## src/rtl/reg_file.sv

```systemverilog
// reg_file: 32 x 32-bit general-purpose register file for the single-cycle CPU.
//
// Two asynchronous read ports (RS and RT) and one synchronous write port.
// Register 0 always reads as zero. A synchronous reset clears every register
// except the stack pointer (SP_IDX), which loads SP_INIT.
//
// Optional build macro: REG_FILE_BYPASS_EN
//   When defined, a write in progress (reg_write_i=1, rst_i=0, rd_addr_i!=0)
//   is forwarded combinationally to any read port that addresses the same
//   register. When undefined, reads return stored contents only.
//
// Ports:
//   clk_i        clock, all state updates on the rising edge
//   rst_i        synchronous reset, active-high
//   rs_addr_i    read port A index
//   rt_addr_i    read port B index
//   rd_addr_i    write index
//   rd_data_i    write data
//   reg_write_i  write enable
//   rs_data_o    read port A data (ALU src1)
//   rt_data_o    read port B data (ALU src2 / store data)

module reg_file #(
    parameter int unsigned DATA_W  = 32,
    parameter int unsigned ADDR_W  = 5,
    parameter int unsigned SP_IDX  = 29,
    parameter int unsigned SP_INIT = 128
) (
    input  logic              clk_i,
    input  logic              rst_i,
    input  logic [ADDR_W-1:0] rs_addr_i,
    input  logic [ADDR_W-1:0] rt_addr_i,
    input  logic [ADDR_W-1:0] rd_addr_i,
    input  logic [DATA_W-1:0] rd_data_i,
    input  logic              reg_write_i,
    output logic [DATA_W-1:0] rs_data_o,
    output logic [DATA_W-1:0] rt_data_o
);

    localparam int unsigned Depth = 2 ** ADDR_W;

    logic [DATA_W-1:0] regs_q [Depth];
    logic              wr_en;

    // Writes to register 0 are dropped so it never holds anything but zero.
    assign wr_en = reg_write_i && (rd_addr_i != '0);

    always_ff @(posedge clk_i) begin
        if (rst_i) begin
            for (int unsigned i = 0; i < Depth; i++) begin
                regs_q[i] <= (i == SP_IDX) ? DATA_W'(SP_INIT) : '0;
            end
        end else if (wr_en) begin
            regs_q[rd_addr_i] <= rd_data_i;
        end
    end

    always_comb begin
        // Index 0 is forced to zero on the read side as well, so it is clean
        // even though the storage cell is never written.
        rs_data_o = (rs_addr_i == '0) ? '0 : regs_q[rs_addr_i];
        rt_data_o = (rt_addr_i == '0) ? '0 : regs_q[rt_addr_i];
`ifdef REG_FILE_BYPASS_EN
        if (wr_en && !rst_i && (rd_addr_i == rs_addr_i)) begin
            rs_data_o = rd_data_i;
        end
        if (wr_en && !rst_i && (rd_addr_i == rt_addr_i)) begin
            rt_data_o = rd_data_i;
        end
`endif
    end

endmodule

```

## config.mk

```make
export PLATFORM = sky130hd
export DESIGN_NAME = reg_file
export DESIGN_NICKNAME = d
export VERILOG_FILES = /design/src/rtl/reg_file.sv
export SDC_FILE = /design/constraint.sdc
export NUM_CORES = 2
export LEC_CHECK = 0
export CAP_MARGIN = 20
export CORE_MARGIN = 4
export CORE_UTILIZATION = 35
export CTS_CLUSTER_DIAMETER = 80
export DETAILED_ROUTE_END_ITERATION = 8
export PLACE_DENSITY = 0.59
export SETUP_SLACK_MARGIN = 0.15
export SYNTH_ARGS = -nofsm -noshare
export SYNTH_HDL_FRONTEND = slang
export SYNTH_SLANG_ARGS = --single-unit
```

## constraint.sdc

```tcl
create_clock -name clk_i -period 3.3 [get_ports clk_i]
set_input_delay 0.495 -clock clk_i [delete_from_list [all_inputs] [get_ports clk_i]]
set_output_delay 0.495 -clock clk_i [all_outputs]
set_load 0.02 [all_outputs]
```

==> out/qor.csv <==
stage,metric,value,unit
sta,fin_setup_tns,0,ns
grt,antenna_found_initial,17,
worst_hold_path,hold_start,rst_i,
sta,tightest_slew,1.12,ns
sta,rsz0062_at_grt,true,
power,power_density,488,nW/µm²
synthesis,syn_avg_cell_area,15.5,µm²
clock_network,cts_buffers,106,
floorplan,core-area,154000,µm²
finish,reg_top3,regs_q: 1024 flops,
finish,largest_reg_flops,1024,
routing,met2_length,88600,µm
synthesis,ys_seq_elements,1024,
worst_hold_path,whs_endpoint,regs_q[0][2],
synthesis,yosysSeqAreaShare,56.7,%
floorplan,die_area,161000,µm²
worst_setup_path,setup.worst_path.end_class,output pin,
finish,fin_nets,3928,
grt,grt_pass1_vias,35969,
routing,dr_wl_met3,19200,µm
worst_hold_path,hold_path.class,input pin to flop,
placement,gp_congestion,0.869,
grt,grt.total_usage,23.5,%
routing,drc,0,
placement,dpl_cell_area,61300,µm²
placement,hpwlAfterDp,123000,µm
floorplan,io_pins,114,
worst_setup_path,critical_path_peak_fanout,2,
synthesis,synth_warnings,0,
synthesis,ys.flop_type,edfxtp_1,
sta,drv_slew,0,
clock_network,clk_pin_slew,0.06,ns
worst_hold_path,whs_path_depth,2,
synthesis,syn_area,54200,µm²
power,finalPower,33.0,mW
grt,overflow,0,
routing,drtIter0Drc,4613,
run_status,outcome,"complete, no violations",
power,ir_drop,404,µV
synthesis,synth_edf_count,1024,
finish,drive_gt1_share,38.2,%
finish,area.growth.synth_to_final,24.6,%
finish,stdcell_area,67600,µm²
finish,regMostFlops,regs_q,
power,leakage,23.6,nW
sta,fin_crit_sh,97.9,%
routing,wire_per_inst,31.9,µm
clock_network,htree_levels,3,
routing,highest_layer,met4,
floorplan,num_rows,144,
sta,min_period,3.23,ns
grt,grt_pass1_wl,272000,µm
routing,antenna_left,0,
clock_network,clock_path_buffers,3,
routing,drt-met1-wl,76500,µm
clock_network,cts_tree,done,
routing,firstDrtPassIters,5,
finish,final_common_cell,edfxtp_1,
sta,hold_viol,0,
finish,multi_input_area,24000,µm²
floorplan,die_width,402,µm
routing,via_count,35259,
synthesis,yosysUniqueCellTypes,42,
routing,via_per_inst,5.85,
finish,fillers,13465,
run,maxCapViolations,0,
sta,slew_headroom,25.4,%
placement,io_buffers,113,
sta,fmax,310,MHz
floorplan,die_h,402,µm
floorplan,initial_core_util,35.2,%
synthesis,syn_inst,3502,
grt,grt_max_degree,67,
sta,setup_viol,0,
worst_setup_path,critPathLaunchType,flop,
finish,seq_area,30700,µm²
clock_network,cts_sinks,1024,
clock_network,clockRootBuffer,clkbuf_16,
worst_setup_path,arrival,2.73,ns
routing,wl,192000,µm
worst_setup_path,crit_required,2.80,ns
synthesis,synthArstFlopShare,0,%
finish,final_cell_mix,"edfxtp_1, and2_1, mux4_2, buf_4, mux2i_1",
worst_setup_path,critPathKind,flop to output pin,
## Yosys cell counts, types with 3 or more instances
cell type	count	share of area (%)
a2111oi_0	14	0.23
a2111oi_1	41	0.76
a211oi_1	7	0.097
a21oi_1	12	0.11
a221oi_1	4	0.065
a22o_1	51	0.82
a22oi_1	16	0.22
a32o_1	4	0.074
and2_1	994	11
and3_1	3	0.035
buf_1	15	0.10
buf_2	45	0.42
buf_4	31	0.43
buf_6	22	0.46
clkbuf_1	274	1.9
edfxtp_1	1024	57
mux2_2	30	0.62
mux2i_1	150	2.8
mux4_2	472	20
nand2_1	7	0.048
nand2b_1	5	0.058
nand3_1	5	0.046
nand3b_1	5	0.069
nor2_1	36	0.25
nor2b_1	14	0.16
nor3_1	54	0.50
nor4_1	6	0.069
o21ai_0	4	0.037
o22ai_1	103	1.2
or2_2	33	0.38
or3_1	3	0.035
or3b_2	4	0.065
## critical path: stages (launching register included)
cell	delay (ns)
edfxtp_1	0.41
mux4_2	0.51
mux4_2	0.54
o22ai_4	0.20
nor3_2	0.06
buf_4	0.16
buf_6	0.13
## cells by family after synthesis
kind of cell    after synthesis  share of synthesized area, %
buf+inv                     389                          3.32
mux                         652                          23.0
other cells                   1                       0.00691
compound gates              259                          3.65
simple gates               1177                          13.3
flops                      1024                          56.7
## final cells by class
| cell class | count | share of cell area (%) |
|---|---|---|
| flip-flops and latches | 1024 | 45.5 |
| multi-input cells | 2120 | 35.6 |
| repair buffers | 624 | 9.91 |
| clock buffers | 127 | 4.14 |
| well taps | 2044 | 3.78 |
| clock inverters | 71 | 1.06 |
| diodes | 12 | 0.0444 |
| inverters | 2 | 0.0111 |
## power by group
| part | total [mW] | switching [mW] | internal, mW |
|---|---|---|---|
| combinational | 5.14 | 2.72 | 2.42 |
| clock | 12.5 | 5.28 | 7.18 |
| sequential | 15.4 | 0.387 | 15.0 |
| total | 33.0 | 8.39 | 24.6 |
## through the flow
stage	utilization (%)	hold slack, ns	instances	worst slack, ns
after global routing	43.9	0.296	6014	0.00937
after floorplan	-	0.675	3533	0.319
after CTS	43.6	0.308	6000	0.0277
final	43.9	0.322	6024	0.0701
after detailed placement	39.8	1.08	5762	-0.951
after global placement	39.8	1.07	5761	-0.923
## metal layers
| layer | global-route usage (%) | up-vias |
|---|---|---|
| met1 | 32.3 | 18478 |
| li1 | - | 14357 |
| met3 | 5.22 | 347 |
| met4 | 8.28 | 0 |
| met2 | 36.8 | 2077 |
| met5 | 0 | - |
## how the worst max path moves through the flow
stage               slack (ns)           from       endpoint  depth (start not counted)
detailed placement       -0.95   rt_addr_i[3]   rt_data_o[3]                         11
CTS                       0.03  regs_q[29][0]   rs_data_o[0]                          6
finish                    0.07  regs_q[29][0]   rs_data_o[0]                          6
floorplan                 0.32   rt_addr_i[0]  rt_data_o[30]                          6
global placement         -0.92   rt_addr_i[3]   rt_data_o[3]                         11
global route             0.009  regs_q[29][0]   rs_data_o[0]                          6
## what timing repair did
item,CTS,global route
hold buffers,0,0
cloned,4,1
setup buffers,36,6
resized for setup,578,53
pin swaps,92,23
setup endpoints to repair,64,57
Note: power is estimated with default switching activity, not from simulation.
